<file path="src/rtl/rv32m_muldiv_unit_if.sv">
// Issue/result bundle between the execute stage and the RV32M multiply/divide unit.
// The core drives start/MDOp/A/B and stalls on busy; the unit returns Result with a done pulse.
interface rv32m_muldiv_unit_if #(
  parameter int XLEN = 32
);
  logic            start;
  logic [2:0]      MDOp;
  logic [XLEN-1:0] A;
  logic [XLEN-1:0] B;
  logic            busy;
  logic            done;
  logic [XLEN-1:0] Result;

  modport master (
    output start, MDOp, A, B,
    input  busy, done, Result
  );

  modport slave (
    input  start, MDOp, A, B,
    output busy, done, Result
  );
endinterface

</file>
<file path="src/rtl/rv32m_muldiv_unit.sv">
// Iterative RV32M multiply (shift-add) / divide (restoring) unit, 32 iterations per operation.
// Define MULDIV_FAST_MUL_EN to resolve multiplies in a single cycle with a combinational product.
module rv32m_muldiv_unit #(
  parameter int XLEN = 32
) (
  input  logic                 clk,
  input  logic                 rst_n,
  rv32m_muldiv_unit_if.slave   md
);

  typedef enum logic [1:0] {
    S_IDLE,
    S_CALC,
    S_DONE
  } state_e;

  state_e            state_q, state_d;
  logic [2:0]        op_q, op_d;
  logic [2*XLEN-1:0] acc_q, acc_d;
  logic [XLEN-1:0]   opnd_q, opnd_d;
  logic              qneg_q, qneg_d;
  logic              rneg_q, rneg_d;
  logic [5:0]        cnt_q, cnt_d;
  logic [XLEN-1:0]   result_q, result_d;

  logic            a_signed, b_signed, a_neg, b_neg;
  logic [XLEN-1:0] a_mag, b_mag;
  logic            div_zero, div_ovf;
  logic [XLEN-1:0] special_res;

  // Operand preparation for the request presented in IDLE
  always_comb begin
    a_signed    = (md.MDOp == 3'b001) || (md.MDOp == 3'b010) ||
                  (md.MDOp == 3'b100) || (md.MDOp == 3'b110);
    b_signed    = (md.MDOp == 3'b001) || (md.MDOp == 3'b100) || (md.MDOp == 3'b110);
    a_neg       = a_signed & md.A[XLEN-1];
    b_neg       = b_signed & md.B[XLEN-1];
    a_mag       = a_neg ? (~md.A + 1'b1) : md.A;
    b_mag       = b_neg ? (~md.B + 1'b1) : md.B;
    div_zero    = md.MDOp[2] && (md.B == '0);
    div_ovf     = md.MDOp[2] && !md.MDOp[0] &&
                  (md.A == {1'b1, {(XLEN-1){1'b0}}}) && (md.B == {XLEN{1'b1}});
    special_res = '0;
    if (div_zero) begin
      special_res = md.MDOp[1] ? md.A : {XLEN{1'b1}};
    end else begin
      special_res = md.MDOp[1] ? '0 : {1'b1, {(XLEN-1){1'b0}}};
    end
  end

`ifdef MULDIV_FAST_MUL_EN
  logic [2*XLEN-1:0] fast_prod, fast_signed;
  logic [XLEN-1:0]   fast_res;

  always_comb begin
    fast_prod   = {{XLEN{1'b0}}, a_mag} * {{XLEN{1'b0}}, b_mag};
    fast_signed = (a_neg ^ b_neg) ? (~fast_prod + 1'b1) : fast_prod;
    fast_res    = (md.MDOp[1:0] == 2'b00) ? fast_signed[XLEN-1:0] : fast_signed[2*XLEN-1:XLEN];
  end
`endif

  logic [XLEN:0]     mul_sum;
  logic [XLEN:0]     div_part, div_diff;
  logic              div_ge;
  logic [2*XLEN-1:0] step_next, prod_fix;
  logic [XLEN-1:0]   quot, rem, fin_res;

  // One iteration: acc holds {partial product, multiplier} or {remainder, dividend/quotient}
  always_comb begin
    mul_sum   = {1'b0, acc_q[2*XLEN-1:XLEN]} + (acc_q[0] ? {1'b0, opnd_q} : '0);
    div_part  = acc_q[2*XLEN-1:XLEN-1];
    div_ge    = div_part >= {1'b0, opnd_q};
    div_diff  = div_part - {1'b0, opnd_q};
    step_next = '0;
    if (op_q[2]) begin
      step_next = {(div_ge ? div_diff[XLEN-1:0] : div_part[XLEN-1:0]), acc_q[XLEN-2:0], div_ge};
    end else begin
      step_next = {mul_sum, acc_q[XLEN-1:1]};
    end
    prod_fix = qneg_q ? (~step_next + 1'b1) : step_next;
    quot     = step_next[XLEN-1:0];
    rem      = step_next[2*XLEN-1:XLEN];
    fin_res  = '0;
    case (op_q)
      3'b000:                 fin_res = prod_fix[XLEN-1:0];
      3'b001, 3'b010, 3'b011: fin_res = prod_fix[2*XLEN-1:XLEN];
      3'b100, 3'b101:         fin_res = qneg_q ? (~quot + 1'b1) : quot;
      default:                fin_res = rneg_q ? (~rem + 1'b1) : rem;
    endcase
  end

  always_comb begin
    state_d  = state_q;
    op_d     = op_q;
    acc_d    = acc_q;
    opnd_d   = opnd_q;
    qneg_d   = qneg_q;
    rneg_d   = rneg_q;
    cnt_d    = cnt_q;
    result_d = result_q;
    case (state_q)
      S_IDLE: begin
        if (md.start) begin
          op_d   = md.MDOp;
          qneg_d = a_neg ^ b_neg;
          rneg_d = a_neg;
          cnt_d  = '0;
          acc_d  = {{XLEN{1'b0}}, (md.MDOp[2] ? a_mag : b_mag)};
          opnd_d = md.MDOp[2] ? b_mag : a_mag;
          if (div_zero || div_ovf) begin
            result_d = special_res;
            state_d  = S_DONE;
`ifdef MULDIV_FAST_MUL_EN
          end else if (!md.MDOp[2]) begin
            result_d = fast_res;
            state_d  = S_DONE;
`endif
          end else begin
            state_d = S_CALC;
          end
        end
      end
      S_CALC: begin
        acc_d = step_next;
        cnt_d = cnt_q + 6'd1;
        if (cnt_q == 6'd31) begin
          result_d = fin_res;
          state_d  = S_DONE;
        end
      end
      S_DONE:  state_d = S_IDLE;
      default: state_d = S_IDLE;
    endcase
  end

  always_ff @(posedge clk or negedge rst_n) begin
    if (!rst_n) begin
      state_q  <= S_IDLE;
      op_q     <= '0;
      acc_q    <= '0;
      opnd_q   <= '0;
      qneg_q   <= 1'b0;
      rneg_q   <= 1'b0;
      cnt_q    <= '0;
      result_q <= '0;
    end else begin
      state_q  <= state_d;
      op_q     <= op_d;
      acc_q    <= acc_d;
      opnd_q   <= opnd_d;
      qneg_q   <= qneg_d;
      rneg_q   <= rneg_d;
      cnt_q    <= cnt_d;
      result_q <= result_d;
    end
  end

  assign md.busy   = (state_q != S_IDLE);
  assign md.done   = (state_q == S_DONE);
  assign md.Result = result_q;

endmodule
</file>
<file path="src/flat_wrapper.sv">
// flat-port wrapper written by rule: the top's interface ports become plain ports
module rv32m_muldiv_unit_flat 
#(
  parameter int XLEN = 32
)
  (clk, rst_n, md_start, md_MDOp, md_A, md_B, md_busy, md_done, md_Result);
  rv32m_muldiv_unit_if #(.XLEN(XLEN)) md_i ();
  input  logic clk;
  input  logic rst_n;
  input wire logic [$bits(md_i.start)-1:0] md_start;
  input wire logic [$bits(md_i.MDOp)-1:0] md_MDOp;
  input wire logic [$bits(md_i.A)-1:0] md_A;
  input wire logic [$bits(md_i.B)-1:0] md_B;
  output wire logic [$bits(md_i.busy)-1:0] md_busy;
  output wire logic [$bits(md_i.done)-1:0] md_done;
  output wire logic [$bits(md_i.Result)-1:0] md_Result;
  assign md_i.start = md_start;
  assign md_i.MDOp = md_MDOp;
  assign md_i.A = md_A;
  assign md_i.B = md_B;
  assign md_busy = md_i.busy;
  assign md_done = md_i.done;
  assign md_Result = md_i.Result;
  rv32m_muldiv_unit #(.XLEN(XLEN)) u_core (.clk(clk), .rst_n(rst_n), .md(md_i));
endmodule
</file>
<file path="config.mk">
export PLATFORM = sky130hd
export DESIGN_NAME = rv32m_muldiv_unit_flat
export DESIGN_NICKNAME = d
export VERILOG_FILES = /design/src/rtl/rv32m_muldiv_unit_if.sv /design/src/rtl/rv32m_muldiv_unit.sv /design/src/flat_wrapper.sv
export SDC_FILE = /design/constraint.sdc
export NUM_CORES = 1
export LEC_CHECK = 0
export ABC_AREA = 1
export ABC_CLOCK_PERIOD_IN_PS = 5100
export BUFFER_PORTS_ARGS = -buffer_cell sky130_fd_sc_hd__buf_2
export CORE_ASPECT_RATIO = 2
export CORE_MARGIN = 2
export CORE_UTILIZATION = 55
export DETAILED_ROUTE_END_ITERATION = 16
export GPL_TIMING_DRIVEN = 0
export PLACE_DENSITY = 0.8
export SYNTH_ARGS = -nofsm -noshare
export SYNTH_HDL_FRONTEND = slang
export SYNTH_SLANG_ARGS = --single-unit
</file>
<file path="constraint.sdc">
create_clock -name clk -period 5.1 [get_ports clk]
set_input_delay 1.53 -clock clk [delete_from_list [all_inputs] [get_ports clk]]
set_output_delay 1.53 -clock clk [all_outputs]
set_load 0.005 [all_outputs]
</file>
==> results.py, run 1 <==
metrics = {
    "synth": {
        "yosysTopAreaCell": "dfrtp_1",
        "syn_nets": 3175,
        "yosys-top-cells-area": "dfrtp_1 20%, nand2_1 19%, inv_1 10%, nand3_1 7.2%, nor2_1 6.6%",
        "avgSynthCellArea_um2": 5.82,
        "yosysWarnings": 0,
        "ys.flop_type": "dfrtp_1",
        "ys_types": 58,
        "synth.cell_area_um2": 17600,
        "yosys.cell_count.top_type": "nand2_1",
        "async_flop_share": 1.00,
        "synth_edf_count": 0,
        "synth_top_area_share": 0.200,
        "yosys-top-cells-count": "891 x nand2_1, 469 x inv_1, 309 x nor2_1",
        "netlist_instances": 3033,
        "ys_ff_latch": 141,
        "seq_area_frac_synth": 0.200,
    },
    "global_route": {
        "grt_overflow": 260,
        "grt_max_degree": 78,
        "grt_pass1_wl_um": 176000,
        "grtUsageTotal": 0.694,
        "grt_pass1_vias": 24880,
    },
    "die": {
        "dieWidth_um": 131,
        "initial_core_util": 0.559,
        "rows": 92,
        "ios": 104,
        "die_y_um": 257,
    },
    "clocking": {
        "cts.sinks": 141,
        "cts_setup_buffers": 0,
        "cts_root_buffer": "clkbuf_16",
        "ctsLongestPathBuffers": 2,
        "htreeDepth": 4,
        "hold_buffers": 0,
        "cts_buffers": 17,
        "ctsResizeCount": 0,
    },
    "place": {
        "port_buffers": 103,
        "dp.cells": 3560,
        "gp_congestion": 1.28,
        "dp_hpwl_um": 77500,
        "post-place-ws_ns": -0.130,
    },
    "run_status": {
        "failed_stage": "global routing (5_1_grt)",
        "outcome": "stopped before the end",
        "tool.error": "[ERROR GRT-0116] Global routing finished with congestion. Check the congestion regions in the DRC Viewer.",
    },
}
metal layers:
metal | GRT overflow | GRT usage
met1 | 2 | 0.677
met2 | 166 | 0.901
met3 | 4 | 0.475
met4 | 88 | 0.722
met5 | 0 | 0.178
cells by family after synthesis:
kind of cell               Yosys count  share of synthesized area
AOI/OAI and AO/OA                  483                      0.161
xor gates and xnor gates            95                     0.0472
buffers and inverters              585                      0.134
adders and majority gates           72                     0.0519
DFF                                141                      0.200
and+or+nand+nor                   1657                      0.407
metrics by stage:
stage	hold WS, ns	util	area, µm²	setup TNS, ns
after detailed placement	0.501	0.594	18700	-0.230
after CTS	0.515	0.611	19300	0
after global placement	0.494	0.593	18700	-0.0846
after floorplan	0.454	-	17600	0
==> run 2, diff against run 1 <==
Settings changed: CORE_ASPECT_RATIO 2 to unset, CORE_UTILIZATION 55 to 40, PLACE_DENSITY 0.8 to unset, PLACE_DENSITY_LB_ADDON set to 0.15.
==> run 2 against run 1 <==
Compared with the run above:
- the run now ends clean
- synthesized area unchanged
- synthesized cell count unchanged
==> results.py, run 2 <==
metrics = {
    "synth": {
        "seq_area_frac_synth": 0.200,
        "muxShareOfSynthArea": 0,
        "synth.cell_area_um2": 17600,
        "yosysTopAreaCell": "dfrtp_1",
        "synth-xor-area-share": 0.0472,
        "synth_compound_area_frac": 0.161,
        "synthAdderAreaFrac": 0.0519,
        "synth-simple-area-share": 0.407,
        "synth_edf_count": 0,
        "syn_nets": 3175,
        "synth_top_family_by_area": "simple AND/OR/NAND/NOR gates",
        "ys_types": 58,
        "ys.flop_type": "dfrtp_1",
        "yosys-top-cells-area": "dfrtp_1 20%, nand2_1 19%, inv_1 10%, nand3_1 7.2%, nor2_1 6.6%",
        "yosys.cell_count.top_type": "nand2_1",
        "async_flop_share": 1.00,
        "netlist_instances": 3033,
        "ys_ff_latch": 141,
        "yosys-top-cells-count": "891 x nand2_1, 469 x inv_1, 309 x nor2_1",
        "synth_top_area_share": 0.200,
        "avgSynthCellArea_um2": 5.82,
        "yosysWarnings": 0,
    },
    "die": {
        "dieArea_um2": 45800,
        "fp.coreArea_um2": 43300,
        "die_y_um": 214,
        "ios": 104,
        "dieWidth_um": 214,
        "rows": 76,
        "initial_core_util": 0.408,
    },
    "sta": {
        "fmax_mhz": 207,
        "min_period_ns": 4.82,
        "final.setup.tns_ns": 0,
        "min_period_over_period": 0.945,
        "hold_viol": 0,
        "hold_ws_ns": 0.502,
        "setup_ws_ns": 0.281,
        "relSlewSlack": 0.303,
        "slew_violations": 0,
        "setup_viol": 0,
        "worstMarginPinSlew_ns": 1.05,
        "rsz0062_at_grt": "false",
        "skew_ns": 0.0130,
    },
    "setup_path": {
        "cp.required_ns": 5.50,
        "crit_slowest_cell": "dfrtp_1",
        "worstPathMaxFanout": 10,
        "cp_common_cell": "nand2_1",
        "worstSetupPathType": "reg2reg",
        "start_kind": "register",
        "cp_slowest_stage_delay_ns": 0.46,
        "end_kind": "register",
        "arrival_ns": 5.21,
    },
    "global_route": {
        "grt_pass1_vias": 20442,
        "grtUsageMet3": 0.0599,
        "grt.busiest_layer": "met2",
        "grt_overflow": 0,
        "grt_pass1_wl_um": 135000,
        "grt_max_degree": 89,
        "met1_usage": 0.493,
        "grtUsageMet2": 0.654,
        "grtUsageTotal": 0.403,
        "antenna_found_initial": 0,
    },
    "clocking": {
        "hold_buffers": 0,
        "cts_root_buffer": "clkbuf_16",
        "clkTransAtPathRegs_ns": 0.07,
        "cts_buffers": 17,
        "htreeDepth": 4,
        "cts_tree": "yes",
        "ctsLongestPathBuffers": 2,
        "cts.sinks": 141,
        "clock_latency_ns": 0.47,
    },
    "finish": {
        "fillCellCount": 4851,
        "top_register": "u_core.acc_q",
        "largest_reg_flops": 64,
        "antenna_cells": 0,
        "nNetsFinal": 3302,
        "synthToLayoutAreaGrowth_pct": 10.9,
        "final_common_cell": "nand2_1",
        "drive_gt1_frac": 0.0936,
        "mostFrequentLayoutCells": "890 x nand2_1, 467 x inv_1, 309 x nor2_1, 254 x nand3_1, 173 x o21ai_0",
    },
    "detailed_routing": {
        "initialDrtViolationCount": 2322,
        "drc_errors": 0,
        "routed_wirelength_um": 94000,
        "avgViaCountPerCell": 5.80,
        "vias": 21808,
        "ant_nets": 0,
        "first_pass_iters": 8,
        "post_drt_wl_per_cell_um": 25.0,
    },
    "flow_run": {
        "maxCapViolCount": 0,
    },
    "hold_path": {
        "hp-class": "reg2reg",
    },
    "place": {
        "port_buffers": 103,
        "gp_congestion": 1.08,
        "dp_hpwl_um": 78100,
        "post-place-ws_ns": -0.0398,
    },
    "run_status": {
        "outcome": "finished clean",
    },
}
run 2: final timing paths:
kind                                        start                    to  slack, ns  cells past startpoint
worst max-delay path            u_core.opnd_q[25]  u_core.md.Result[26]       0.28                     28
worst min-delay path               u_core.op_q[0]        u_core.op_q[0]       0.50                      2
worst max register to register  u_core.opnd_q[25]  u_core.md.Result[26]       0.28                     28
worst min register to register     u_core.op_q[0]        u_core.op_q[0]       0.50                      2
max in group asynchronous                   rst_n       u_core.acc_q[0]       3.12                      2
min in group asynchronous                   rst_n  u_core.md.Result[27]       1.04                      1
run 2: area by class of cell:
| cell class | instances | area, µm² | share of cell area |
|---|---|---|---|
| Buffer | 104 | 553 | 0.0283 |
| Clock buffer | 19 | 443 | 0.0226 |
| Clock inverter | 13 | 118 | 0.00601 |
| Inverter | 480 | 1800 | 0.0921 |
| Multi-Input combinational cell | 2307 | 11800 | 0.603 |
| Sequential cell | 141 | 3530 | 0.180 |
| Tap cell | 585 | 732 | 0.0374 |
| Timing Repair Buffer | 109 | 587 | 0.0300 |
run 2: repair_timing:
action                     4_1_cts  5_1_grt
pin swaps                        1        1
setup endpoints to repair        2       27
resized for setup                0       15
buffers inserted                 1        4
run 2: logic make-up after synthesis:
family | after synthesis
buffers and inverters | 585
and+or+nand+nor | 1657
adders and majority gates | 72
xor gates and xnor gates | 95
DFF | 141
AOI/OAI and AO/OA | 483
run 2: per-stage QoR:
stage,utilization,instance area [µm²],std cells
final,0.452,19600,3758
after global routing,0.452,19600,3758
after CTS,0.451,19500,3755
after detailed placement,0.437,18900,3722
after global placement,0.437,18900,3721
after floorplan,-,17600,3033
run 2: routing by layer:
metal  wire, µm  vias to the layer above
met1      36800                    10204
met5          0                        -
met4       7360                        0
li1           -                    10071
met3       7690                      290
met2      42200                     1243
run 2: critical path: cells and delay by family (launching register included):
family	cells	cell delay, ns
simple gates	18	2.21
compound gates	4	0.90
fa+ha+maj	2	0.61
flops	1	0.46
buf+inv	3	0.46
xor+xnor	1	0.10
Power of run 2 is left out: the tool's default activity adds up to more than one toggle a clock period on the data nets, which glitch-free logic cannot reach.
